[src/rtl/mem_arb_pkg.sv]
// Shared types and constants for the two-master memory bus arbiter.
package mem_arb_pkg;

  // Arbiter transaction phases
  typedef enum logic [1:0] {
    IDLE  = 2'd0,
    ISSUE = 2'd1,
    WAIT  = 2'd2,
    RESP  = 2'd3
  } arb_state_t;

  // Request record; packed so addr lands at [64:33], iswrite at [32], data at [31:0]
  typedef struct packed {
    logic [31:0] addr;
    logic        iswrite;
    logic [31:0] data;
  } mem_req_t;

  localparam int REQ_W        = 65;
  localparam int REQ_ADDR_MSB = 64;
  localparam int REQ_ADDR_LSB = 33;
  localparam int REQ_WR_BIT   = 32;
  localparam int REQ_DATA_MSB = 31;
  localparam int REQ_DATA_LSB = 0;

  // Read data returned when the watchdog gives up on the slave
  localparam logic [31:0] TIMEOUT_DATA = 32'hDEADBEEF;

  // Build a request record from its fields
  function automatic mem_req_t make_req(input logic [31:0] addr,
                                        input logic        iswrite,
                                        input logic [31:0] data);
    mem_req_t r;
    r.addr    = addr;
    r.iswrite = iswrite;
    r.data    = data;
    return r;
  endfunction

endpackage

[src/rtl/mem_arb_rr.sv]
// Two-way round-robin grant: a lone requester wins outright; under contention
// the master that did not win last time is chosen.
module mem_arb_rr
  import mem_arb_pkg::*;
(
  input  logic i_valid0,
  input  logic i_valid1,
  input  logic i_last_grant,
  output logic o_grant_valid,
  output logic o_grant
);

  // Pick the winner purely from the current valids and the previous winner
  always_comb begin
    o_grant_valid = i_valid0 | i_valid1;
    o_grant       = 1'b0;
    if (i_valid0 && i_valid1) begin
      o_grant = ~i_last_grant;
    end else if (i_valid1) begin
      o_grant = 1'b1;
    end
  end

endmodule

[src/rtl/mem_bus_arbiter.sv]
// Two-master / one-slave memory bus arbiter with a single outstanding request.
// Optional slave watchdog enabled by defining MEM_ARB_TIMEOUT_EN.
module mem_bus_arbiter
  import mem_arb_pkg::*;
#(
  parameter int ADDR_W         = 32,
  parameter int DATA_W         = 32,
  parameter int TIMEOUT_CYCLES = 64
) (
  input  logic              i_clk,
  input  logic              i_rst_n,
  // master 0
  input  logic              i_m0_rq_valid,
  output logic              o_m0_rq_ready,
  input  logic [ADDR_W-1:0] i_m0_rq_addr,
  input  logic              i_m0_rq_iswrite,
  input  logic [DATA_W-1:0] i_m0_rq_data,
  output logic              o_m0_rs_valid,
  input  logic              i_m0_rs_ready,
  output logic [DATA_W-1:0] o_m0_rs_data,
  output logic              o_m0_rs_err,
  // master 1
  input  logic              i_m1_rq_valid,
  output logic              o_m1_rq_ready,
  input  logic [ADDR_W-1:0] i_m1_rq_addr,
  input  logic              i_m1_rq_iswrite,
  input  logic [DATA_W-1:0] i_m1_rq_data,
  output logic              o_m1_rs_valid,
  input  logic              i_m1_rs_ready,
  output logic [DATA_W-1:0] o_m1_rs_data,
  output logic              o_m1_rs_err,
  // slave
  output logic              o_s_rq_valid,
  input  logic              i_s_rq_ready,
  output logic [ADDR_W-1:0] o_s_rq_addr,
  output logic              o_s_rq_iswrite,
  output logic [DATA_W-1:0] o_s_rq_data,
  input  logic              i_s_rs_valid,
  output logic              o_s_rs_ready,
  input  logic [DATA_W-1:0] i_s_rs_data
);

  if (TIMEOUT_CYCLES < 1 || TIMEOUT_CYCLES > 255) begin : g_bad_timeout
    $error("mem_bus_arbiter: TIMEOUT_CYCLES must be 1..255");
  end

  arb_state_t        r_state;
  arb_state_t        w_state_next;
  logic              r_last_grant;
  logic              r_grant;
  logic [ADDR_W-1:0] r_addr;
  logic              r_iswrite;
  logic [DATA_W-1:0] r_wdata;
  logic [DATA_W-1:0] r_rs_data;
  logic              r_rs_err;

  logic              w_grant_valid;
  logic              w_grant;
  logic              w_accept;
  logic              w_rs_hs;
  logic              w_timeout;
  logic              w_stale;

  mem_arb_rr u_rr (
    .i_valid0      (i_m0_rq_valid),
    .i_valid1      (i_m1_rq_valid),
    .i_last_grant  (r_last_grant),
    .o_grant_valid (w_grant_valid),
    .o_grant       (w_grant)
  );

  // A grant is only taken in IDLE, and never while a timed-out response is still owed
  assign w_accept = (r_state == IDLE) && w_grant_valid && !w_stale;
  assign w_rs_hs  = (r_state == RESP) && (r_grant ? i_m1_rs_ready : i_m0_rs_ready);

  // State register
  always_ff @(posedge i_clk or negedge i_rst_n) begin
    if (!i_rst_n) begin
      r_state <= IDLE;
    end else begin
      r_state <= w_state_next;
    end
  end

  // Next-state and handshake outputs
  always_comb begin
    w_state_next  = r_state;
    o_m0_rq_ready = 1'b0;
    o_m1_rq_ready = 1'b0;
    o_s_rq_valid  = 1'b0;
    o_s_rs_ready  = w_stale;
    o_m0_rs_valid = 1'b0;
    o_m1_rs_valid = 1'b0;
    unique case (r_state)
      IDLE: begin
        // ready is gated by reset so a master never sees an acceptance during reset
        o_m0_rq_ready = i_rst_n & w_accept & ~w_grant;
        o_m1_rq_ready = i_rst_n & w_accept & w_grant;
        if (w_accept) w_state_next = ISSUE;
      end
      ISSUE: begin
        o_s_rq_valid = 1'b1;
        if (i_s_rq_ready) w_state_next = WAIT;
      end
      WAIT: begin
        o_s_rs_ready = 1'b1;
        if (i_s_rs_valid || w_timeout) w_state_next = RESP;
      end
      RESP: begin
        o_m0_rs_valid = ~r_grant;
        o_m1_rs_valid = r_grant;
        if (w_rs_hs) w_state_next = IDLE;
      end
      default: w_state_next = IDLE;
    endcase
  end

  // Request register: latch the winner's fields and remember who won
  always_ff @(posedge i_clk or negedge i_rst_n) begin
    if (!i_rst_n) begin
      r_last_grant <= 1'b1;
      r_grant      <= 1'b0;
      r_addr       <= '0;
      r_iswrite    <= 1'b0;
      r_wdata      <= '0;
    end else if (w_accept) begin
      r_last_grant <= w_grant;
      r_grant      <= w_grant;
      r_addr       <= w_grant ? i_m1_rq_addr    : i_m0_rq_addr;
      r_iswrite    <= w_grant ? i_m1_rq_iswrite : i_m0_rq_iswrite;
      r_wdata      <= w_grant ? i_m1_rq_data    : i_m0_rq_data;
    end
  end

  // Response register: slave data (zeroed for write acks) or the timeout pattern
  always_ff @(posedge i_clk or negedge i_rst_n) begin
    if (!i_rst_n) begin
      r_rs_data <= '0;
    end else if (r_state == WAIT) begin
      if (i_s_rs_valid) begin
        r_rs_data <= r_iswrite ? '0 : i_s_rs_data;
      end else if (w_timeout) begin
        r_rs_data <= DATA_W'(TIMEOUT_DATA);
      end
    end
  end

`ifdef MEM_ARB_TIMEOUT_EN
  localparam logic [7:0] TO_LAST = 8'(TIMEOUT_CYCLES - 1);

  logic [7:0] r_wait_cnt;
  logic       r_stale;

  assign w_timeout = (r_state == WAIT) && !i_s_rs_valid && (r_wait_cnt == TO_LAST);
  assign w_stale   = r_stale;

  // WAIT-cycle counter, zero on every entry into WAIT
  always_ff @(posedge i_clk or negedge i_rst_n) begin
    if (!i_rst_n) begin
      r_wait_cnt <= '0;
    end else if (r_state == WAIT) begin
      r_wait_cnt <= r_wait_cnt + 8'd1;
    end else begin
      r_wait_cnt <= '0;
    end
  end

  // Stale flag: the abandoned slave response is still to come and must be swallowed
  always_ff @(posedge i_clk or negedge i_rst_n) begin
    if (!i_rst_n) begin
      r_stale <= 1'b0;
    end else if (w_timeout) begin
      r_stale <= 1'b1;
    end else if (r_stale && i_s_rs_valid) begin
      r_stale <= 1'b0;
    end
  end

  // Error flag travels with the response data
  always_ff @(posedge i_clk or negedge i_rst_n) begin
    if (!i_rst_n) begin
      r_rs_err <= 1'b0;
    end else if (r_state == WAIT) begin
      if (i_s_rs_valid) begin
        r_rs_err <= 1'b0;
      end else if (w_timeout) begin
        r_rs_err <= 1'b1;
      end
    end
  end
`else
  assign w_timeout = 1'b0;
  assign w_stale   = 1'b0;
  assign r_rs_err  = 1'b0;
`endif

  assign o_s_rq_addr    = r_addr;
  assign o_s_rq_iswrite = r_iswrite;
  assign o_s_rq_data    = r_wdata;
  assign o_m0_rs_data   = r_rs_data;
  assign o_m1_rs_data   = r_rs_data;
  assign o_m0_rs_err    = r_rs_err;
  assign o_m1_rs_err    = r_rs_err;

endmodule

[config.mk]
export PLATFORM = sky130hd
export DESIGN_NAME = mem_bus_arbiter
export DESIGN_NICKNAME = d
export VERILOG_FILES = /design/src/rtl/mem_arb_pkg.sv /design/src/rtl/mem_arb_rr.sv /design/src/rtl/mem_bus_arbiter.sv
export SDC_FILE = /design/constraint.sdc
export NUM_CORES = 1
export LEC_CHECK = 0
export CAP_MARGIN = 20
export CORE_ASPECT_RATIO = 1.2
export CORE_UTILIZATION = 31
export DETAILED_ROUTE_END_ITERATION = 8
export PLACE_DENSITY = 0.7
export SYNTH_ARGS = -nofsm -noshare
export SYNTH_HDL_FRONTEND = slang
export SYNTH_SLANG_ARGS = --single-unit
[constraint.sdc]
create_clock -name i_clk -period 4.2 [get_ports i_clk]
set_clock_uncertainty 0.1 [all_clocks]
set_input_delay 0.63 -clock i_clk [delete_from_list [all_inputs] [get_ports i_clk]]
set_output_delay 0.63 -clock i_clk [all_outputs]
set_load 0.02 [all_outputs]
### Yosys cells after proc, flatten, opt, wreduce, memory -nomap -nowiden

Index checks and enable logic that the tools add are counted.

* bits in registers: 101
* input port bits: 170
* output and inout port bits: 137
* logic and storage cells: 45

* equality and inequality tests: 7
* multiplexer cells: 18
* bitwise operators: 7
* reductions and logical operators: 6

Operators by type and width (count)
* $mux 32: 3
* $mux 1: 10
* $mux 2: 4
* $ne 2x2->1 const B: 4
* $pmux 2 s4: 1
* $eq 2x2->1 const B: 2
* $reduce_and 4->1: 1
* $and 1x1->1: 3
* $logic_and 1x1->1: 3
* $not 1->1: 3
* $eq 2x1->1 const B: 1
* $logic_not 2->1: 1
* $reduce_and 2->1: 1
* $or 1x1->1: 1

### Logic depth before layout (Yosys ltp)

* depth after elaboration: 5
* mapped depth: 7

### By module

Synthesis repeated with hierarchy kept, for this count alone.

* cell total of the unflattened synthesis: 488
* area total of the unflattened synthesis: 4834.6 sq um

By module, submodules not included
* mem_bus_arbiter: instances 1, cells each 486, area an instance 4820.9 sq um, seq. area each 2528.7 sq um
* mem_arb_rr: instances 1, cells each 2, area an instance 13.8 sq um, seq. area each 0.0 sq um

### Least setup slack after synthesis

OpenSTA, ideal clock, no wires.

* path kind: reg-to-output
* start: register r_state[0]
* end: output o_m0_rq_ready
* arrival: 1717 ps
* setup slack: 1753 ps
* stages on the path, launching flop included: 7
* cells stage by stage: dfrtp_1 -> inv_1 -> ha_1 -> o21ai_1 -> buf_2 -> buf_2 -> nor3b_1

* cells in the longest elaborated chain, start to end: 5

RTL lines
* from (decl): line mem_bus_arbiter.sv:47 `arb_state_t r_state;`
* from (signal assigned): line mem_bus_arbiter.sv:81 `r_state <= w_state_next;`
* $logic_not 2->1 (*): line mem_bus_arbiter.sv:73, mem_bus_arbiter.sv:94
* $logic_and 1x1->1: line mem_bus_arbiter.sv:73 `assign w_accept = (r_state == IDLE) && w_grant_valid && !w_stale;`
* $and 1x1->1 (2 in series): line mem_bus_arbiter.sv:97 `o_m0_rq_ready = i_rst_n & w_accept & ~w_grant;`
* $mux 1 (*): line mem_bus_arbiter.sv:94 `unique case (r_state)`
* to (decl): line mem_bus_arbiter.sv:14 `output logic o_m0_rq_ready,`

Every way passes the cells marked *; elsewhere a longest branch is shown, timed or not.

### Worst setup path in the final report

* start: input i_m0_rq_valid
* end: output o_m0_rq_ready

* cells in the longest elaborated chain, start to end: 5

RTL lines
* from (decl): line mem_bus_arbiter.sv:13 `input logic i_m0_rq_valid,`
* $or 1x1->1 / $logic_and 1x1->1 (equally long branches): line mem_arb_rr.sv:15, mem_arb_rr.sv:17
* $logic_and 1x1->1 / $mux 1 (equally long branches): line mem_bus_arbiter.sv:73, mem_arb_rr.sv:17
* $and 1x1->1 / $not 1->1 (equally long branches): line mem_bus_arbiter.sv:97
* $and 1x1->1 (*): line mem_bus_arbiter.sv:97
* $mux 1 (*): line mem_bus_arbiter.sv:94

Marks and branches as above.

==> metrics.md <==
| Metric | Value |
|---|---|
| Global-route wire length before repair | `21500 um` |
| Endpoints failing hold | `0` |
| Largest net degree at the start of global routing | `97` |
| Post-Synthesis Cells | `482` |
| Total wire length | `14100 um` |
| Vias in the first global route | `4180` |
| Row Count | `49` |
| Mean post-synth cell area | `10.1 um^2` |
| Fin crit share | `75.2%` |
| Dpl ws | `1.05 ns` |
| Fin cells | `949` |
| Synth cell types | `25` |
| Setup TNS | `0 ns` |
| Critical path class | `in -> out` |
| Clk root buf | `clkbuf_16` |
| Core area | `15100 um^2` |
| Unrepaired setup endpoints after global routing | `false` |
| Initial antenna violation count | `0` |
| Vias per cell | `4.42` |
| Diodes inserted | `0` |
| Ports | `307` |
| Yosys reg bits | `101` |
| Post-DP HPWL | `11300 um` |
| Met1 GRT Util | `16.9%` |
| Clock slew at reported path FFs | `0.06 ns` |
| Layout cell share with drive strength beyond 1 | `3.49%` |
| Die ar. | `16200 um^2` |
| Leak | `3.49 nW` |
| Tot Pwr | `6.00 mW` |
| Setup Buffers After CTS | `0` |
| Worst setup margin | `1.04 ns` |
| Crit path arrival time | `2.43 ns` |
| Least-Margin Pin Slew | `0.865 ns` |
| Critical Path RT | `3.47 ns` |
| Max IR drop VDD | `250 uV` |
| Final Setup Violations | `0` |
| Initial Util | `32.1%` |
| Post-synthesis sequential area ratio | `52.1%` |
| GRT busiest layer | `met2` |
| Chip width | `116 um` |
| Grt ovf | `0` |
| Drt drc | `0` |
| Port bufs | `304` |
| H-tree lvl count | `3` |
| Die Ht | `139 um` |
| Worst slew margin | `42.3%` |
| Final Max Slew Viols | `0` |
| Status | `complete, no violations` |
| DR iter-0 viols | `68` |
| Met3 Usage GRT | `6.29%` |
| CP startpoint kind | `input port` |
| DR pass1 iterations | `5` |
| CTS Buffer Depth | `2` |
| Max cap viols | `0` |
| Mapped Area | `4860 um^2` |
| FILL cells | `1413` |
| GP Congestion | `0.773` |
| Post-placement cell count | `933` |
| Hold-fix buffers at CTS | `0` |
| Vias | `4198` |
| Hold Path Class | `in -> async` |
| Crit-path max FO | `13` |
| Tot GR Track Use | `17.7%` |
| Post-CTS sizing | `0` |
| Cell Pwr Density | `736 nW/um^2` |
| CTS tree | `yes` |
| Grt met2 use | `33.3%` |
| Number of synthesis warnings | `0` |
| Routed WL per cell | `14.9 um` |
| Worst-Skew Late Latency | `0.34 ns` |
| Min Clock Period, post-route | `3.16 ns` |
| Setup crit end kind | `primary output` |
| Sink Count | `101` |
| Most frequent cells in the layout | `clkdlybuf4s50_1, dfrtp_1, nand2_1, mux2i_1, o21ai_1` |
| Synth-to-Final Area Change | `67.8%` |
| Routed Antenna Nets | `0` |
| NumNets Final | `914` |
| Fmax | `316 MHz` |
| Num CTS Buffers | `9` |
| Commonest non-fill, non-tap cell in the layout | `clkdlybuf4s50_1` |
-- cells in the mapped netlist (all sizes together) --
cell type | count | area [um^2]
dfrtp | 100 | 2500
nand2 | 98 | 368
o21ai | 98 | 490
mux2i | 67 | 671
buf | 51 | 369
nand2b | 32 | 200
clkbuf | 14 | 52.6
ha | 4 | 50.1
nor2b | 3 | 18.8
inv | 2 | 7.51
nor3b | 2 | 15.0
a2111oi | 1 | 27.5
a21boi | 1 | 7.51
a21oi | 1 | 5.00
a22o | 1 | 8.76
a31oi | 1 | 6.26
and2 | 1 | 6.26
and3 | 1 | 6.26
conb | 1 | 3.75
dfstp | 1 | 26.3
mux2 | 1 | 11.3
nor2 | 1 | 3.75
-- flip-flops by register name, summed over array words and instances, names as in the netlist --
name,count
o_s_rq_iswrite,1
r_grant,1
o_m0_rs_data,32
o_s_rq_addr,32
o_s_rq_data,32
r_state,2
r_last_grant,1
-- kinds of logic (layout without fill, tap and decap cells) --
family	after synthesis	in the layout	synth area share (%)
AND/OR/NAND/NOR	138	138	12.7
other	1	2	0.0772
flip-flops	101	101	52.1
multiplexers	68	68	14.0
AO/OA/AOI/OAI	103	103	11.2
buffers and inverters	67	329	8.84
adder cells (fa/ha/maj)	4	4	1.03
-- layer usage --
metal	part of all wire, %	wire length, um
met1	34	4790
met2	54	7690
met3	9.2	1310
met4	2.5	357
met5	0	0
-- worst max-delay path, cell delays in order --
cell and delay (ns):
clkdlybuf4s50_1 0.63, a21boi_4 0.10, buf_4 0.21, nor3b_1 0.22, clkdlybuf4s50_1 0.64
-- stage by stage --
| step | utilization [%] | hold WS (ns) | instance area (um^2) |
|---|---|---|---|
| global placement | 51.6 | 0.366 | 7810 |
| finish | 53.8 | 0.321 | 8150 |
| detailed placement | 51.6 | 0.375 | 7810 |
| CTS | 53.8 | 0.344 | 8150 |
| global route | 53.8 | 0.373 | 8150 |
| floorplan | - | 0.234 | 4860 |
-- path summary, 6_finish.rpt --
path | to | cells after the start | start | slack (ns)
setup reg to reg | o_s_rq_addr[16]$_DFFE_PN0P_ | 7 | r_state[0]$_DFFE_PN0P_ | 1.71
max in group asynchronous | o_s_rq_data[28]$_DFFE_PN0P_ | 3 | i_rst_n | 2.53
hold / removal | o_m0_rs_data[2]$_DFFE_PN0P_ | 2 | i_rst_n | 0.32
setup / recovery | o_m0_rq_ready | 5 | i_m0_rq_valid | 1.04
hold reg to reg | o_s_rq_addr[31]$_DFFE_PN0P_ | 2 | o_s_rq_addr[31]$_DFFE_PN0P_ | 0.38
min in group i_clk | o_s_rq_addr[31]$_DFFE_PN0P_ | 2 | o_s_rq_addr[31]$_DFFE_PN0P_ | 0.38
-- area by class of cell --
class / instances / area, um^2 / area share (%)
clock inverters: 4 / 95.1 / 1.17
well taps: 204 / 255 / 3.13
clock buffers: 12 / 246 / 3.02
flip-flops and latches: 101 / 2530 / 31.0
multi-input cells: 315 / 1930 / 23.6
inverters: 2 / 7.51 / 0.0921
repair buffers: 311 / 3090 / 37.9
-- power by group --
group | switching (mW) | internal, mW | leakage [nW] | total, mW
logic | 1.69 | 1.58 | 2.05 | 3.27
clock network | 0.342 | 0.598 | 0.167 | 0.940
registers | 0.333 | 1.45 | 1.27 | 1.79
total | 2.37 | 3.63 | 3.49 | 6.00
Note: power is estimated with default switching activity, not from simulation.
